===== config.mk =====
export PLATFORM = sky130hd
export DESIGN_NAME = serial_subtractor_4bit
export DESIGN_NICKNAME = d
export VERILOG_FILES = /design/src/rtl/serial_subtractor_4bit.sv
export SDC_FILE = /design/constraint.sdc
export NUM_CORES = 1
export LEC_CHECK = 0
export ABC_CLOCK_PERIOD_IN_PS = 1300
export BUFFER_PORTS_ARGS = -buffer_cell sky130_fd_sc_hd__buf_4
export CORE_MARGIN = 2
export CORE_UTILIZATION = 48
export CTS_CLUSTER_DIAMETER = 50
export DETAILED_ROUTE_END_ITERATION = 10
export PLACE_DENSITY = 0.73
export REMOVE_ABC_BUFFERS = 1
export SYNTH_ARGS = -nofsm -noshare
export SYNTH_HDL_FRONTEND = slang
export SYNTH_SLANG_ARGS = --single-unit

===== constraint.sdc =====
create_clock -name clk -period 1.3 [get_ports clk]
set_input_delay 0.065 -clock clk [delete_from_list [all_inputs] [get_ports clk]]
set_output_delay 0.065 -clock clk [all_outputs]
set_load 0.1 [all_outputs]

===== src/rtl/serial_subtractor_4bit.sv =====
// ---------------------------------------------------------------------------
// serial_subtractor_4bit
//
// Bit-serial unsigned subtractor. On an accepted start the operands are
// captured into shift registers. One full-subtractor cell then processes one
// bit per clock, LSB first, for WIDTH cycles. The result is registered on the
// last RUN edge and flagged by a one-cycle done pulse.
//
// Ports
//   clk    in   1      rising-edge clock
//   rst    in   1      asynchronous, active-high reset
//   start  in   1      request; accepted only in IDLE
//   a      in   WIDTH  minuend    (captured on accept)
//   b      in   WIDTH  subtrahend (captured on accept)
//   bin    in   1      borrow-in  (captured on accept)
//   diff   out  WIDTH  a - b - bin mod 2^WIDTH, held until the next result
//   bout   out  1      borrow-out (a < b + bin), held until the next result
//   busy   out  1      high while bits are being processed (RUN)
//   done   out  1      one-cycle pulse: diff/bout just updated (DONE)
//
// Timing: start accepted at edge k -> busy after edges k..k+WIDTH-1,
// done for the cycle after edge k+WIDTH, back in IDLE after edge k+WIDTH+1.
// ---------------------------------------------------------------------------
module serial_subtractor_4bit #(
  parameter int WIDTH = 4
) (
  input  logic             clk,
  input  logic             rst,
  input  logic             start,
  input  logic [WIDTH-1:0] a,
  input  logic [WIDTH-1:0] b,
  input  logic             bin,
  output logic [WIDTH-1:0] diff,
  output logic             bout,
  output logic             busy,
  output logic             done
);

  // The counter must be able to hold WIDTH without wrapping.
  localparam int            CW   = $clog2(WIDTH + 1);
  localparam logic [CW-1:0] LAST = CW'(WIDTH - 1);

  typedef enum logic [1:0] {
    IDLE = 2'd0,
    RUN  = 2'd1,
    DONE = 2'd2
  } state_t;

  state_t           state, state_nx;
  logic [WIDTH-1:0] x_sr, y_sr, res_sr;
  logic             br;
  logic [CW-1:0]    cnt;

  logic             x, y, d, br_nx;
  logic             last_bit;
  logic [WIDTH-1:0] res_nx;

  // -------------------------------------------------------------------------
  // Full-subtractor cell on the current operand LSBs and the borrow flop.
  // -------------------------------------------------------------------------
  always_comb begin
    x        = x_sr[0];
    y        = y_sr[0];
    d        = x ^ y ^ br;
    br_nx    = (~x & y) | (~(x ^ y) & br);
    // Each difference bit enters at the MSB, so after WIDTH shifts the first
    // (LSB) bit has walked down to position 0.
    res_nx   = {d, res_sr[WIDTH-1:1]};
    last_bit = (cnt == LAST);
  end

  // -------------------------------------------------------------------------
  // State register.
  // -------------------------------------------------------------------------
  // NOTE: all clocked state uses non-blocking assignments so every flop
  // samples its pre-edge inputs, independent of statement order.
  always_ff @(posedge clk or posedge rst) begin
    if (rst) state <= IDLE;
    else     state <= state_nx;
  end

  // -------------------------------------------------------------------------
  // Next-state and status decode.
  // -------------------------------------------------------------------------
  // NOTE: every output of this block is given a default first, so no path
  // leaves a signal unassigned and no latch is inferred.
  always_comb begin
    state_nx = state;
    busy     = 1'b0;
    done     = 1'b0;
    unique case (state)
      IDLE: if (start) state_nx = RUN;
      RUN: begin
        busy = 1'b1;
        if (last_bit) state_nx = DONE;
      end
      DONE: begin
        done     = 1'b1;
        state_nx = IDLE;
      end
      default: state_nx = IDLE;
    endcase
  end

  // -------------------------------------------------------------------------
  // Datapath: operand capture, serial shift, result publication.
  // start seen in RUN or DONE falls through without touching the operands.
  // -------------------------------------------------------------------------
  // NOTE: the shift registers, borrow flop and counter are reset along with
  // the outputs; they are a handful of flops, not a RAM, so a reset is cheap
  // and keeps every internal value defined after rst.
  always_ff @(posedge clk or posedge rst) begin
    if (rst) begin
      x_sr   <= '0;
      y_sr   <= '0;
      res_sr <= '0;
      br     <= 1'b0;
      cnt    <= '0;
      diff   <= '0;
      bout   <= 1'b0;
    end else begin
      unique case (state)
        IDLE: begin
          if (start) begin
            x_sr   <= a;
            y_sr   <= b;
            br     <= bin;
            res_sr <= '0;
            cnt    <= '0;
          end
        end
        RUN: begin
          x_sr   <= x_sr >> 1;
          y_sr   <= y_sr >> 1;
          br     <= br_nx;
          res_sr <= res_nx;
          cnt    <= cnt + CW'(1);
          // Outputs change only here, so they stay stable through RUN and
          // hold the previous result until this final bit.
          if (last_bit) begin
            diff <= res_nx;
            bout <= br_nx;
          end
        end
        default: ;
      endcase
    end
  end

endmodule


==> run_results.csv, run 1 <==
group,metric,value,unit
floorplanning,die_area,2550,um^2
worst_setup_path,timing.critical_path.buf_inv,0,
synth,avgSynthCellArea,12.1,um^2
worst_setup_path,worstRegToRegCells,4,
floorplanning,die_h,50.5,um
synth,synth_seq_area_share,52.9,%
power,power.clock.fraction,7.3,%
floorplanning,rows,16,
worst_setup_path,reg2reg_to,"diff[2]$_DFFE_PP0P_",
worst_setup_path,start_kind,"register",
worst_setup_path,r2r_slack,-0.002,ns
grt,antenna_found_initial,0,
clock_network,clk_path_buf_depth,2,
worst_setup_path,critical_path_class,"reg -> reg",
clock_network,clk_latency,0.30,ns
power,power_density,2810,nW/um^2
worst_setup_path,worstPathArrival,1.50,ns
grt,grt_pass1_vias,801,
status,violations,"negative hold slack, negative setup slack",
timing,skew,0.00433,ns
placement,numPortBuffers,18,
worst_hold_path,min_to,"x_sr[3]$_DFFE_PP0P_",
timing,finalHoldViolations,1,
finish,antenna_cells,0,
finish,stdcell_count,152,
synth,synth_area,1040,um^2
finish,drive_above_1_share,50.4,%
grt,grt_use_total,20.1,%
power,p_sw,1.87,mW
power,switching_share,45.3,%
timing,setup_viol,1,
status,outcome,"finished with violations",
worst_hold_path,hold_depth,3,
placement,dp_cells,138,
clock_network,cts_tree,"done",
synth,postSynthCellCount,86,
placement,gp_congestion,0.703,
clock_network,clock_sink_count,22,
timing,slew_headroom,80.9,%
power,leakagePower,0.704,nW
timing,rsz0062_at_grt,"yes",
route,vias,805,
floorplanning,io_pins,19,
clock_network,worst_setup_hold_path_clk_slew,0.11,ns
route,routed_via_density,5.30,
grt,gr-total-overflow,0,
placement,dp.final_hpwl,1.46,mm
worst_hold_path,holdCritPathClass,"in -> reg",
worst_setup_path,cp_cell_sequence,"ha_2 -> ha_4 -> nand3b_4 -> mux2_4",
timing,worst_pin_slew,0.287,ns
worst_setup_path,cp-end-kind,"register",
synth,ys_ff_latch,22,
timing,slew_viol_final,0,
worst_setup_path,cp.required,1.50,ns
synth,synth_enable_flop_cells,0,
synth,async_flop_share,100,%
power,power.internal,2.26,mW
timing,period_share,100,%
worst_setup_path,slowest_stage,"dfrtp_1",
floorplanning,die_w,50.5,um
finish,fill_cells,159,
finish,nets,142,
route,first_iter_violations,9,
worst_setup_path,cpPeakStageDelay,0.40,ns
finish,syn_to_final_growth,41.2,%
clock_network,cts_htree_levels,1,
worst_setup_path,r2r-start,"cnt[1]$_DFFE_PP0P_",
route,ant_nets,0,
route,wirelength,2.26,mm
power,combinationalPowerShare,63.0,%
timing,worst_slack,-0.00193,ns
route,wl_per_cell,14.9,um
worst_setup_path,crit_fanout,5,
clock_network,numCtsBuffers,3,
power,ir_drop,1520,uV
grt,grt_pass1_wl,3.73,mm
synth,yosysUniqueCellTypes,29,
route,drc,0,
power,power_frac_seq,29.7,%
worst_setup_path,crit_family,"flip-flops",
route,drtPass1Iterations,4,
power,power,4.13,mW
worst_hold_path,hp-start,"a[3]",
synth,yosys_most_used_dff,"dfrtp_1",
timing,fin_worst_hold_slack,-0.00664,ns
run,maxCapViolCount,0,
finish,multi_input_area,492,um^2
floorplanning,initial_core_util,51.9,%
timing,post-route-min-period,1.30,ns
grt,grt_max_degree,23,
synth,synth_warnings,0,
clock_network,cts-root-buf,"clkbuf_4",
floorplanning,core-area,2000,um^2
timing,fmax,768,MHz
finish,seqCellArea,553,um^2
==> worst max path at each step <==
stage	end	startpoint	depth (start not counted)
2_1_floorplan	done	state[0]$_DFFE_PP0P_	1
3_3_place_gp	diff[0]$_DFFE_PP0P_	cnt[0]$_DFFE_PP0P_	4
3_5_place_dp	diff[1]$_DFFE_PP0P_	cnt[0]$_DFFE_PP0P_	4
4_1_cts	done	state[1]$_DFFE_PP0P_	3
5_1_grt	diff[1]$_DFFE_PP0P_	cnt[1]$_DFFE_PP0P_	4
6_report	diff[2]$_DFFE_PP0P_	cnt[1]$_DFFE_PP0P_	4
==> timing repair <==
item | in CTS | in global routing
buffers inserted | 2 | 8
endpoints found under the setup margin | 6 | 12
hold buffers | 1 | 0
pin swaps | 1 | 0
endpoints found under the hold margin | 22 | 0
resized for setup | 19 | 8
==> worst register-to-register path: cells and delay by family, from the launching register on <==
family	cells	cell delay [ns]
fa+ha+maj	2	0.36
flops	1	0.40
mux	1	0.31
simple gates	1	0.12
==> cell usage after synthesis, types with 2 or more instances <==
cell type | number | share of area, %
dfrtp_1 | 22 | 53
inv_1 | 7 | 2.5
nand2_1 | 6 | 2.2
o21ai_0 | 6 | 2.9
a21oi_1 | 5 | 2.4
a22o_1 | 4 | 3.4
mux2_1 | 4 | 4.3
nor2_2 | 3 | 1.8
nor2b_1 | 3 | 1.8
buf_6 | 2 | 2.2
ha_1 | 2 | 2.4
nand3b_1 | 2 | 1.4
nor3b_2 | 2 | 2.4
nor4bb_1 | 2 | 1.9
o22a_1 | 2 | 1.7
==> metal layers <==
layer	vias up	part of all wire, %	wire, um	global-route usage (%)
li1	384	-	-	-
met3	4	3.8	86	3.57
met1	399	42	938	25.5
met5	-	0	0	0
met2	18	53	1200	34.0
met4	0	1.5	34	8.11
==> placed cells by master, fill, tap and decap left out, types with 2 or more instances in the layout <==
master	n
buf_4	36
dfrtp_1	20
inv_1	7
nand2_1	6
a21oi_1	5
o21ai_0	5
mux2_4	4
a22o_1	4
nor2_4	3
clkbuf_4	3
nor3b_2	2
o22a_1	2
nand3b_1	2
nor4bb_1	2
buf_12	2
dfrtp_2	2
==> flip-flops by register name, indices dropped and copies added, names as in the netlist <==
signal,count
diff,4
res_sr,3
x_sr,4
state,2
y_sr,4
bout,1
cnt,3
br,1
==> kinds of logic after synthesis <==
group           synth area share [%]
compound gates                  17.1
fa+ha+maj                       4.33
buf+inv                         6.26
flops                           52.9
mux                             4.33
simple gates                    15.0
==> power groups by stage <==
| stage | Clock (mW) | Combinational [mW] | Sequential [mW] |
|---|---|---|---|
| CTS | 0.315 | 2.33 | 1.22 |
| detailed placement | 0 | 2.05 | 1.23 |
| global placement | 0 | 2.01 | 1.21 |
| global route | 0.340 | 2.77 | 1.26 |
| finish | 0.303 | 2.60 | 1.23 |
| floorplan | 0 | 0.941 | 1.73 |
==> final cells by class <==
cell class | instances | share of cell area, %
clock buffers | 3 | 1.53
inverters | 8 | 2.39
multi-input cells | 52 | 33.5
flip-flops and latches | 22 | 37.7
well taps | 27 | 2.30
repair buffers | 40 | 22.6
==> metrics by stage <==
stage               area [um^2]  util, %  worst slack [ns]  hold WS, ns   TNS, ns
floorplan                  1000        -            -0.716       0.0542     -1.74
global placement           1260     62.7           -0.0285        0.120    -0.112
detailed placement         1260     62.7           -0.0825        0.126    -0.309
CTS                        1370     68.6          -0.00879     0.000635  -0.00879
global route               1470     73.3           -0.0293       0.0167    -0.120
finish                     1470     73.3          -0.00193     -0.00664  -0.00193
Power figures use the tool's default switching activity.
==> run 2, diff against run 1 <==
Settings changed: ABC_CLOCK_PERIOD_IN_PS 1300 to 1400, CORE_UTILIZATION 48 to 53, PLACE_DENSITY 0.73 to 0.77.
Clock period 1.3 ns to 1.4 ns, I/O delays scaled along.
==> run_results.csv, run 2 (synthesized netlist as in run 1, its figures left out) <==
group,metric,value,unit
status,outcome,"finished with violations",
status,violations,"negative setup slack",
route,ant_nets,0,
finish,syn_to_final_growth,30.8,%
finish,layout_common_cells,"29 x buf_4, 21 x dfrtp_1, 7 x inv_1, 6 x nand2_1, 6 x o21ai_0",
route,vias,797,
run,maxCapViolCount,0,
worst_setup_path,slowest_stage,"dfrtp_2",
timing,worst_pin_slew,0.357,ns
clock_network,clock_sink_count,22,
timing,slew_headroom,76.2,%
grt,grt_max_degree,18,
power,p_sw,1.63,mW
floorplanning,initial_core_util,54.7,%
route,routed_via_density,5.42,
finish,reg.largest.list,"diff x4, x_sr x4, y_sr x4",
finish,final_common_cell,"buf_4",
worst_setup_path,cp_cell_sequence,"buf_4 -> nor2b_1 -> buf_6",
worst_setup_path,cp-end-kind,"primary output",
timing,setup_viol,1,
finish,antenna_cells,0,
floorplanning,die_w,48.3,um
power,power_frac_seq,31.5,%
grt,antenna_found_initial,0,
timing,rsz0062_at_grt,"yes",
worst_setup_path,start_kind,"register",
power,power.internal,1.88,mW
grt,grt_pass1_wl,3.30,mm
power,leakagePower,0.654,nW
placement,gp_congestion,0.701,
finish,nets,136,
floorplanning,die_h,48.3,um
finish,seqCellArea,552,um^2
finish,stdcell_count,147,
worst_setup_path,crit_fanout,5,
route,drc,0,
clock_network,clk_path_buf_depth,2,
finish,fill_cells,148,
clock_network,clk_latency,0.31,ns
finish,multi_input_area,427,um^2
clock_network,cts_tree,"done",
grt,grt_use_total,21.5,%
worst_setup_path,critical_path_class,"reg -> out",
grt,gr-total-overflow,0,
route,wirelength,2.07,mm
power,combinationalPowerShare,58.4,%
power,ir_drop,1180,uV
floorplanning,die_area,2330,um^2
clock_network,cts-root-buf,"clkbuf_4",
power,switching_share,46.4,%
route,wl_per_cell,14.1,um
timing,slew_viol_final,0,
finish,drive_above_1_share,40.0,%
power,power_density,2590,nW/um^2
timing,skew,0.000733,ns
floorplanning,rows,16,
timing,period_share,101,%
placement,dp_cells,133,
placement,numPortBuffers,18,
placement,dp.final_hpwl,1.48,mm
clock_network,cts_htree_levels,1,
clock_network,worst_setup_hold_path_clk_slew,0.12,ns
route,first_iter_violations,10,
placement,placedInstanceArea,1220,um^2
timing,post-route-min-period,1.41,ns
route,drtPass1Iterations,3,
worst_setup_path,cp.required,1.33,ns
worst_hold_path,holdCritPathClass,"in -> reg",
power,power.clock.fraction,10.1,%
floorplanning,core-area,1900,um^2
timing,worst_slack,-0.00989,ns
grt,grt_pass1_vias,765,
timing,finalHoldViolations,0,
clock_network,numCtsBuffers,3,
timing,fmax,709,MHz
finish,final_area,1360,um^2
worst_setup_path,worstPathArrival,1.34,ns
worst_setup_path,cpPeakStageDelay,0.47,ns
timing,setup_tns,-0.00989,ns
floorplanning,io_pins,19,
==> run 2: cell types whose count changed in the layout (fill, tap and decap cells not counted), sizes merged <==
cell         change
buf              -8
clkbuf           +1
dlygate4sd3      +2
==> run 2: layout make-up <==
class	instances	share of cell area (%)
Inverter	8	2.39
Tap cell	27	2.48
Timing Repair Buffer	34	20.5
Sequential cell	22	40.6
Clock buffer	4	2.67
Multi-Input combinational cell	52	31.4
==> run 2: critical path: cells and delay by family (launching register included) <==
kind,cells,cell delay [ns]
AND/OR/NAND/NOR,1,0.14
buffers and inverters,2,0.41
flip-flops,1,0.47
==> run 2: power groups by stage <==
| stage | clock [mW] | sequential [mW] | combinational, mW |
|---|---|---|---|
| global route | 0.383 | 1.14 | 2.22 |
| floorplan | 0 | 1.61 | 0.874 |
| global placement | 0 | 1.13 | 1.79 |
| finish | 0.354 | 1.11 | 2.05 |
| CTS | 0.361 | 1.10 | 2.03 |
| detailed placement | 0 | 1.14 | 1.83 |
==> run 2: metal layers <==
layer / vias up / GRT usage [%] / wire length, um / share of wire [%]
li1: 370 / - / - / -
met1: 401 / 27.6 / 907 / 44
met2: 18 / 34.2 / 1050 / 51
met3: 8 / 3.33 / 62 / 3.0
met4: 0 / 13.0 / 54 / 2.6
met5: - / 0 / 0 / 0
==> run 2: final timing paths <==
check / cells after the start / endpoint / startpoint / slack (ns)
setup / recovery: 3 / done / state[0]$_DFFE_PP0P_ / -0.01
hold / removal: 3 / x_sr[1]$_DFFE_PP0P_ / a[1] / 0.11
setup reg to reg: 4 / diff[3]$_DFFE_PP0P_ / cnt[0]$_DFFE_PP0P_ / 0.06
hold reg to reg: 2 / bout$_DFFE_PP0P_ / bout$_DFFE_PP0P_ / 0.50
max in group asynchronous: 4 / state[0]$_DFFE_PP0P_ / rst / 0.69
min in group asynchronous: 3 / x_sr[1]$_DFFE_PP0P_ / rst / 0.22
==> run 2: per-stage QoR <==
step / total power [mW] / setup WS (ns) / util, % / hold slack [ns]
floorplan: 2.48 / -0.621 / - / 0.0592
global placement: 2.92 / 0.0438 / 64.1 / 0.00429
detailed placement: 2.97 / -0.0125 / 64.1 / 0.00473
CTS: 3.49 / 0.00695 / 70.9 / 0.101
global route: 3.74 / -0.0418 / 71.5 / 0.112
finish: 3.52 / -0.00989 / 71.5 / 0.109
==> run 2: repair_timing <==
action | in CTS | in global routing
endpoints found under the hold margin | 24 | 0
buffers inserted | 6 | 1
setup endpoints to repair | 6 | 6
pin swaps | 1 | 0
hold buffers | 3 | 0
resized for setup | 5 | 2
==> run 3, diff against run 2 <==
Settings changed: ABC_CLOCK_PERIOD_IN_PS 1400 to 1300.
Clock period 1.4 ns to 1.3 ns, I/O delays scaled along.
==> run_results.csv, run 3 (synthesized netlist as in run 1, its figures left out) <==
group,metric,value,unit
worst_setup_path,crit_fanout,6,
power,leakagePower,0.742,nW
power,power_density,2860,nW/um^2
timing,setup_viol,6,
worst_setup_path,cpPeakStageDelay,0.47,ns
clock_network,clock_sink_count,22,
worst_setup_path,worstRegToRegCells,5,
route,wirelength,2.26,mm
grt,globalRouteMet3Util,4.81,%
timing,slew_headroom,77.8,%
finish,antenna_cells,0,
worst_setup_path,crit_family,"flip-flops",
worst_hold_path,hold_depth,3,
placement,dp.final_hpwl,1.38,mm
placement,dp_cells,137,
finish,final_common_cell,"buf_4",
timing,post-route-min-period,1.34,ns
grt,grt_use_total,23.2,%
finish,nets,147,
power,power,4.37,mW
status,violations,"negative setup slack",
worst_setup_path,timing.critical_path.buf_inv,2,
floorplanning,die_w,48.3,um
power,ir_drop,1430,uV
grt,antenna_found_initial,0,
timing,worst_slack,-0.0362,ns
route,first_iter_violations,24,
grt,gr-total-overflow,0,
route,vias,807,
floorplanning,io_pins,19,
finish,stdcell_count,158,
worst_setup_path,cp_common_cell,"buf_4",
worst_hold_path,hp-start,"a[2]",
clock_network,cts_tree,"done",
clock_network,numCtsBuffers,3,
worst_setup_path,worstPathArrival,1.55,ns
floorplanning,die_h,48.3,um
finish,utilization,80.3,%
worst_setup_path,cp-end-kind,"register",
placement,numPortBuffers,18,
placement,gp_congestion,0.742,
timing,skew,0.00523,ns
timing,slew_viol_final,0,
clock_network,cts-root-buf,"clkbuf_4",
finish,drive_above_1_share,51.1,%
placement,placedInstanceArea,1250,um^2
finish,layout_common_cells,"38 x buf_4, 21 x dfrtp_1, 6 x inv_1, 6 x nand2_1",
worst_setup_path,cp_cell_sequence,"buf_4 -> buf_4 -> nor3b_2 -> a21oi_1 -> o22a_1",
power,switching_share,43.1,%
finish,reg.largest.list,"diff x4, x_sr x4, y_sr x4",
grt,grt_pass1_vias,800,
power,power_frac_seq,27.5,%
timing,fmax,748,MHz
worst_setup_path,cp-startpoint,"state[0]$_DFFE_PP0P_",
worst_setup_path,critical_path_class,"reg -> reg",
power,power.internal,2.49,mW
power,combinationalPowerShare,60.4,%
route,drc,0,
power,power.clock.fraction,12.1,%
clock_network,clk_latency,0.31,ns
worst_hold_path,holdCritPathClass,"in -> reg",
finish,syn_to_final_growth,46.9,%
worst_setup_path,cp.required,1.52,ns
route,wl_per_cell,14.3,um
timing,worst_pin_slew,0.333,ns
timing,period_share,103,%
power,p_sw,1.88,mW
worst_setup_path,start_kind,"register",
grt,grt_util_met2,37.4,%
worst_setup_path,slowest_stage,"dfrtp_2",
grt,top_usage_layer,"met2",
floorplanning,die_area,2330,um^2
floorplanning,rows,16,
status,outcome,"finished with violations",
route,routed_via_density,5.11,
floorplanning,core-area,1900,um^2
route,drtPass1Iterations,4,
clock_network,clk_path_buf_depth,2,
timing,rsz0062_at_grt,"yes",
finish,final_area,1530,um^2
floorplanning,initial_core_util,54.7,%
finish,fill_cells,123,
clock_network,cts_htree_levels,1,
clock_network,worst_setup_hold_path_clk_slew,0.13,ns
grt,grt_max_degree,23,
grt,grt_pass1_wl,3.59,mm
route,ant_nets,0,
timing,finalHoldViolations,0,
grt,grt_use_met1,28.9,%
run,maxCapViolCount,0,
worst_setup_path,r2r-start,"state[0]$_DFFE_PP0P_",
worst_setup_path,cp_num_cells,5,
run 3: cell count changes in the layout (fill, tap and decap cells not counted), sizes merged:
| cell | change |
|---|---|
| buf | +11 |
| clkbuf | -1 |
| bufinv | +1 |
run 3: area by class of cell:
class | count | area, um^2 | share of cell area (%)
sequential | 22 | 552 | 36.1
multi-input combinational | 52 | 479 | 31.4
timing repair buffer | 45 | 378 | 24.7
tap | 27 | 33.8 | 2.21
inverter | 8 | 32.5 | 2.13
clock inverter | 1 | 30.0 | 1.97
clock buffer | 3 | 22.5 | 1.47
run 3: worst register-to-register path, delay by kind of cell, from the launching register on:
kind	cells	cell delay (ns)
AO/OA/AOI/OAI	2	0.27
buffers and inverters	2	0.31
flip-flops	1	0.47
AND/OR/NAND/NOR	1	0.18
run 3: power groups by stage:
stage / sequential (mW) / combinational [mW] / clock (mW)
global placement: 1.20 / 2.02 / 0
finish: 1.20 / 2.64 / 0.530
detailed placement: 1.21 / 2.04 / 0
CTS: 1.19 / 2.46 / 0.536
global route: 1.23 / 2.84 / 0.566
floorplan: 1.73 / 0.941 / 0
run 3: per-stage QoR:
stage / setup TNS (ns) / hold slack [ns] / worst slack [ns]
4_1_cts: -0.0449 / 0.0964 / -0.0167
2_1_floorplan: -1.74 / 0.0542 / -0.716
3_3_place_gp: -0.155 / 0.118 / -0.0397
3_5_place_dp: -0.389 / 0.120 / -0.102
5_1_grt: -0.353 / 0.109 / -0.0708
6_report: -0.114 / 0.103 / -0.0362
run 3: per-layer routing:
metal | vias to the layer above | wire length, um | part of all wire (%)
met1 | 383 | 952 | 42
met5 | - | 0 | 0
met3 | 6 | 100 | 4.4
met2 | 23 | 1150 | 51
li1 | 395 | - | -
met4 | 0 | 47 | 2.1
run 3: what timing repair did:
action | CTS | global route
hold buffers | 3 | 0
endpoints found under the setup margin | 6 | 12
endpoints found under the hold margin | 24 | 0
resized for setup | 20 | 5
setup buffers | 8 | 6
pin swaps | 2 | 1
run 3: path summary, 6_finish.rpt:
kind	end	slack (ns)
worst max register to register	x_sr[0]$_DFFE_PP0P_	-0.04
worst min register to register	bout$_DFFE_PP0P_	0.50
worst min-delay path	x_sr[2]$_DFFE_PP0P_	0.10
min in group asynchronous	res_sr[1]$_DFFE_PP0P_	0.33
worst max-delay path	x_sr[0]$_DFFE_PP0P_	-0.04
max in group asynchronous	state[0]$_DFFE_PP0P_	0.74
